<file path="config.mk">
export PLATFORM = sky130hd
export DESIGN_NAME = multicycle_controller
export DESIGN_NICKNAME = d
export VERILOG_FILES = /design/src/rtl/multicycle_controller.sv
export SDC_FILE = /design/constraint.sdc
export NUM_CORES = 1
export LEC_CHECK = 0
export ABC_AREA = 1
export CORE_MARGIN = 5
export CORE_UTILIZATION = 35
export CTS_CLUSTER_DIAMETER = 30
export DETAILED_ROUTE_END_ITERATION = 8
export PLACE_DENSITY = 0.7
export SETUP_SLACK_MARGIN = 0.4
export SLEW_MARGIN = 0
export SYNTH_ARGS = -nofsm -noshare
export SYNTH_HDL_FRONTEND = slang
export SYNTH_SLANG_ARGS = --single-unit
</file>
<file path="constraint.sdc">
create_clock -name clk -period 2.3 [get_ports clk]
set_input_delay 0.23 -clock clk [delete_from_list [all_inputs] [get_ports clk]]
set_output_delay 0.23 -clock clk [all_outputs]
set_load 0.03 [all_outputs]
</file>
<file path="src/rtl/multicycle_controller.sv">
// Main control FSM of the multicycle accumulator CPU.
// Sequences fetch/decode/memory/execute and counts retired instructions.
module multicycle_controller #(
    parameter int COUNT_W = 16
) (
    input  logic               clk,
    input  logic               rst_n,
    input  logic               mem_ready,
    input  logic [3:0]         instr_op,
    input  logic               acc_zero,
    output logic               mem_req,
    output logic               mem_we,
    output logic               addr_sel,
    output logic               ir_write,
    output logic               pc_inc,
    output logic               pc_load,
    output logic               mdr_write,
    output logic               acc_write,
    output logic               acc_src,
    output logic               alu_src,
    output logic [3:0]         alu_opcode,
    output logic               halted,
    output logic [COUNT_W-1:0] instr_count
);

    typedef enum logic [2:0] {
        S_FETCH,
        S_DECODE,
        S_MEM_RD,
        S_MEM_WR,
        S_WB,
        S_EXEC_R,
        S_HALT
    } state_t;

    state_t               state_q, state_d;
    logic                 started_q;
    logic [3:0]           op_q;
    logic [COUNT_W-1:0]   cnt_q;
    logic                 retire;

    logic is_lda, is_sta, is_ada, is_ana;
    logic is_jmp, is_bz, is_reg, is_hlt;

    // Opcode class decode from the latched opcode
    always_comb begin
        is_lda = (op_q[3:1] == 3'b000);
        is_sta = (op_q[3:1] == 3'b001);
        is_ada = (op_q[3:1] == 3'b010);
        is_ana = (op_q[3:1] == 3'b011);
        is_jmp = (op_q[3:1] == 3'b100);
        is_bz  = (op_q[3:1] == 3'b101);
        is_hlt = (op_q == 4'b1111);
        is_reg = (op_q[3:2] == 2'b11) && !is_hlt;
    end

    // Next-state logic and retirement detection
    always_comb begin
        state_d = state_q;
        retire  = 1'b0;
        unique case (state_q)
            S_FETCH: begin
                if (mem_ready) state_d = S_DECODE;
            end
            S_DECODE: begin
                if (is_lda || is_ada || is_ana) begin
                    state_d = S_MEM_RD;
                end else if (is_sta) begin
                    state_d = S_MEM_WR;
                end else if (is_reg) begin
                    state_d = S_EXEC_R;
                end else if (is_hlt) begin
                    state_d = S_HALT;
                    retire  = 1'b1;
                end else begin
                    state_d = S_FETCH;
                    retire  = 1'b1;
                end
            end
            S_MEM_RD: begin
                if (mem_ready) state_d = S_WB;
            end
            S_MEM_WR: begin
                if (mem_ready) begin
                    state_d = S_FETCH;
                    retire  = 1'b1;
                end
            end
            S_WB: begin
                state_d = S_FETCH;
                retire  = 1'b1;
            end
            S_EXEC_R: begin
                state_d = S_FETCH;
                retire  = 1'b1;
            end
            S_HALT: begin
                state_d = S_HALT;
            end
            default: begin
                state_d = S_FETCH;
            end
        endcase
    end

    // Datapath strobes; silent until the first cycle after reset release
    always_comb begin
        mem_req   = 1'b0;
        mem_we    = 1'b0;
        addr_sel  = 1'b0;
        ir_write  = 1'b0;
        pc_inc    = 1'b0;
        pc_load   = 1'b0;
        mdr_write = 1'b0;
        acc_write = 1'b0;
        acc_src   = 1'b0;
        alu_src   = 1'b0;
        halted    = 1'b0;
        if (started_q) begin
            unique case (state_q)
                S_FETCH: begin
                    mem_req  = 1'b1;
                    ir_write = mem_ready;
                    pc_inc   = mem_ready;
                end
                S_DECODE: begin
                    pc_load = is_jmp || (is_bz && acc_zero);
                end
                S_MEM_RD: begin
                    mem_req   = 1'b1;
                    addr_sel  = 1'b1;
                    mdr_write = mem_ready;
                end
                S_MEM_WR: begin
                    mem_req  = 1'b1;
                    mem_we   = 1'b1;
                    addr_sel = 1'b1;
                end
                S_WB: begin
                    acc_write = 1'b1;
                    acc_src   = is_lda;
                    alu_src   = !is_lda;
                end
                S_EXEC_R: begin
                    acc_write = 1'b1;
                end
                S_HALT: begin
                    halted = 1'b1;
                end
                default: begin
                    halted = 1'b0;
                end
            endcase
        end
    end

    // State, opcode latch and retired-instruction counter
    always_ff @(posedge clk or negedge rst_n) begin
        if (!rst_n) begin
            state_q   <= S_FETCH;
            started_q <= 1'b0;
            op_q      <= 4'b0000;
            cnt_q     <= '0;
        end else begin
            started_q <= 1'b1;
            if (started_q) begin
                state_q <= state_d;
                if (state_q == S_FETCH && mem_ready) begin
                    op_q <= instr_op;
                end
                if (retire) begin
                    cnt_q <= cnt_q + COUNT_W'(1);
                end
            end
        end
    end

    assign alu_opcode  = op_q;
    assign instr_count = cnt_q;

endmodule

</file>
Word-level counts from Yosys, hierarchy flattened
Index checks and enable logic that the tools add are counted.
{"block": "word_totals", "regBits": 24, "in_bits": 8, "elab_cells": 70}
{"block": "classes", "n_mux": 33, "n_eq_ne": 16, "reduce_logical": 16, "add_sub_neg": 1}
{"cell": "$mux 1", "n": 24}
{"cell": "$mux 3", "n": 7}
{"cell": "$add 16x1->16 const B", "n": 1}
{"cell": "$eq 3x3->1 const B", "n": 5}
{"cell": "$pmux 3 s5", "n": 1}
{"cell": "$eq 3x2->1 const B", "n": 4}
{"cell": "$eq 3x1->1 const B", "n": 2}
{"cell": "$logic_not 3->1", "n": 2}
{"cell": "$ne 2x2->1 const B", "n": 3}
{"cell": "$eq 4x4->1 const B", "n": 1}
{"cell": "$reduce_and 2->1", "n": 2}
{"cell": "$reduce_and 4->1", "n": 1}
{"cell": "$reduce_or 2->1", "n": 2}
{"cell": "$logic_and 1x1->1", "n": 3}
{"cell": "$logic_or 1x1->1", "n": 3}
{"cell": "$pmux 1 s3", "n": 1}
{"cell": "$reduce_or 3->1", "n": 1}
{"cell": "$eq 2x2->1 const B", "n": 1}
{"cell": "$logic_not 1->1", "n": 2}

Longest topological paths before layout
{"block": "logic_depth", "ltp_word": 8, "depth_mapped": 11}

Worst setup path before layout
Ideal clock, no wire load.
{"block": "synth_path", "path_type": "flip-flop to output port", "start": "register state_q[1]", "end": "output port acc_src", "arrival_time_ns": 2.091, "path_slack_ns": -0.021, "path_stages_with_launch": 6, "path_cell_list": "dfrtp_1 -> inv_2 -> nand2_1 -> nor2_1 -> nand2_1 -> nor4_1"}
{"block": "synth_via", "elab_chain_len": 3}
{"element": "start, declared", "line_no": "36", "rtl": "state_t state_q, state_d;"}
{"element": "start signal, assigned", "line_no": "167", "rtl": "state_q <= state_d;"}
{"element": "$eq 3x3->1", "line_no": "120", "rtl": "unique case (state_q)"}
{"element": "$mux 1", "line_no": "120"}
{"element": "$mux 1", "line_no": "119", "rtl": "if (started_q) begin"}
{"element": "end, declared", "line_no": "19", "rtl": "output logic acc_src,"}
No other way between the ends.

Worst setup path in the final report
{"block": "layout_path", "start": "register op_q[1] (netlist: alu_opcode[1])", "end": "output port alu_opcode[1]"}
{"element": "start, declared", "line_no": "38", "rtl": "logic [3:0] op_q;"}
{"element": "start signal, assigned", "line_no": "169", "rtl": "op_q <= instr_op;"}
{"element": "end, declared", "line_no": "21", "rtl": "output logic [3:0] alu_opcode,"}
No word-level cell between the ends.

==> impl_results.md <==
* Syn nets at 239
* WP buf/inv at 1
* Final count of hold timing violations at 0
* DR iter-0 viols at 109
* Clock Latency Late Sink at 0.26 ns
* Synth top area share at 36.81%
* Final setup TNS at 0 ns
* Pwr per Cell Area at 915.7 nW/um2
* Critical Path Start Type: flop
* Most frequent cells in the layout: nand2_1 (73), clkdlybuf4s50_1 (27), nand3_1 (25), dfrtp_1 (24), nor2_1 (21)
* Row count at 24
* PortBufs at 38
* Antenna cells at 0
* Post-DP HPWL at 2922 um
* Max frequency at 569.6 MHz
* Synth unique cells at 28
* Layout area overhead at 26.53%
* Flops & latches, synth at 24
* Crit path required time at 2.07 ns
* CP max-delay cell: clkdlybuf4s50_1
* Crit Path Class: flop to primary output
* Met1 Track Usage GR at 17.77%
* Hold buffers post-CTS at 0
* Commonest non-fill, non-tap cell in the layout: nand2_1
* Global-route wire length before repair at 6713 um
* Layout cells sized above 1 at 15.30%
* Syn. warnings at 0
* Final count of negative-setup-slack endpoints at 0
* Final Cycle Share at 76.33%
* Routability cong. at 0.8232
* Met2 Use GR at 21.58%
* Total track usage at 13.23%
* Worst path max stage delay at 0.74 ns
* Sequential share of the synthesized area at 36.81%
* Avg Cell Area, Syn at 7.094 um2
* Clk_skew at 0.002123 ns
* Ports at 39
* H-tree levels at 1
* Unrepaired setup endpoints after global routing: no
* Global-route layer with the greatest usage: met2
* Final critical-path required period at 1.756 ns
* Synth Cell Area at 1632 um2
* WP data arrival at 1.53 ns
* Met3 Use GR at 1.602%
* Vias in the first global route at 1453
* Cell count after synthesis at 230
* Final net count at 279
* CTS clock-pin slew for the worst setup and hold paths at 0.08 ns
* Die width at 78.28 um
* Hold Slack at 0.3121 ns
* CP cell instances: clkdlybuf4s50_1
* Final Max Tran Viols at 0
* CORE AREA at 4444 um2
* Yosys top cell by area: dfrtp_1
* Setup bufs post-CTS at 0
* Initial antenna violation count at 0
* Critical path's top delay family: buffers and inverters
* # clock sinks at 24
* Initial core utilization at 36.71%
* Worst VDD drop at 0.4854 mV
* DR WL/cell at 11.78 um
* Max Root-Sink Buffers at 2
* CTS Buf Count at 3
* Number of routed nets with antenna violations at 0
* GR Overflow Total at 0
* # DRC at 0
* Critical Path Fanout Max at 8
* DR vias at 1544
* Clk root buf: clkbuf_8
* Resized cells post-CTS at 11
* Initial DRT Pass Iterations at 4
* Largest net degree at the start of global routing at 25
* Via/cell ratio at 4.825
* Synth area leaders: dfrtp_1 (37%), nand2_1 (17%), nand3_1 (7.7%)
* Final wirelength at 3769 um
* Die height at 78.28 um
* Worst min-delay path class: input pin to asynchronous set/reset pin
* Outcome: completed
* Leak Pwr at 1.007 nW
* CP endpoint kind: primary output
* TritonCTS clock tree: yes
* Die Area at 6127 um2
* Max-cap check violation count at 0
## flip-flops by register name, indices dropped and copies added, names as in the netlist
name / count
alu_opcode: 4
state_q: 3
started_q: 1
instr_count: 16
## kinds of logic (layout without fill, tap and decap cells)
kind of cell	after synthesis	after routing	synth area share (%)
and+or+nand+nor	157	157	45.86
buffers and inverters	30	68	9.049
DFF	24	24	36.81
AOI/OAI and AO/OA	10	10	3.528
xor gates and xnor gates	7	7	3.758
adders and majority gates	1	1	0.7667
other	1	1	0.2298
## cells in the mapped netlist, drive strengths merged
library cell   n
nand2         95
nor2          23
clkbuf         1
conb           1
nand4          7
xor2           3
nand3         25
nor4           1
xnor2          4
nand3b         2
nor3           2
o21ai          7
a31oi          1
and2           2
ha             1
a21oi          1
dfrtp         24
inv           25
a211oi         1
buf            4
## per-layer routing
| metal | wire, um | share of wire, % |
|---|---|---|
| met5 | 0 | 0 |
| met4 | 52 | 1.4 |
| met3 | 123 | 3.3 |
| met2 | 1744 | 46 |
| met1 | 1849 | 49 |
## worst paths after layout
check	startpoint	end	slack [ns]	cells past startpoint
hold reg to reg	alu_opcode[0]$_DFFE_PN0P_	alu_opcode[0]$_DFFE_PN0P_	0.52	2
max in group asynchronous	rst_n	instr_count[12]$_DFFE_PN0P_	1.76	2
min in group clk	instr_op[0]	alu_opcode[0]$_DFFE_PN0P_	0.50	3
setup reg to reg	instr_count[0]$_DFFE_PN0P_	instr_count[8]$_DFFE_PN0P_	0.70	7
hold / removal	rst_n	alu_opcode[2]$_DFFE_PN0P_	0.31	2
setup / recovery	alu_opcode[1]$_DFFE_PN0P_	alu_opcode[1]	0.54	1
## area by class of cell
class / count / area (um2)
fillers: 441 / 2380
clock buffers: 3 / 41.29
flip-flops and latches: 24 / 600.6
well taps: 52 / 65.06
repair buffers: 40 / 365.4
inverters: 25 / 93.84
multi-input cells: 176 / 898.4
## power by group
part           internal (W)  switching [W]  leakage, nW  total, W
Clock              0.000117       0.000132       0.0216  0.000249
Sequential         0.000509       0.000162        0.318  0.000670
Combinational      0.000329       0.000643        0.667  0.000971
## per-stage QoR
stage	power [W]	utilization [%]	worst slack, ns	area, um2	std cells
5_1_grt	0.002020	46.45	0.4481	2064	320
2_1_floorplan	0.001390	-	0.3819	1647	230
6_report	0.001890	46.45	0.5443	2064	320
3_5_place_dp	0.001681	46.14	0.2829	2051	317
3_3_place_gp	0.001672	46.14	0.3109	2051	317
4_1_cts	0.001903	46.82	0.3963	2081	320
Power figures use the tool's default switching activity.
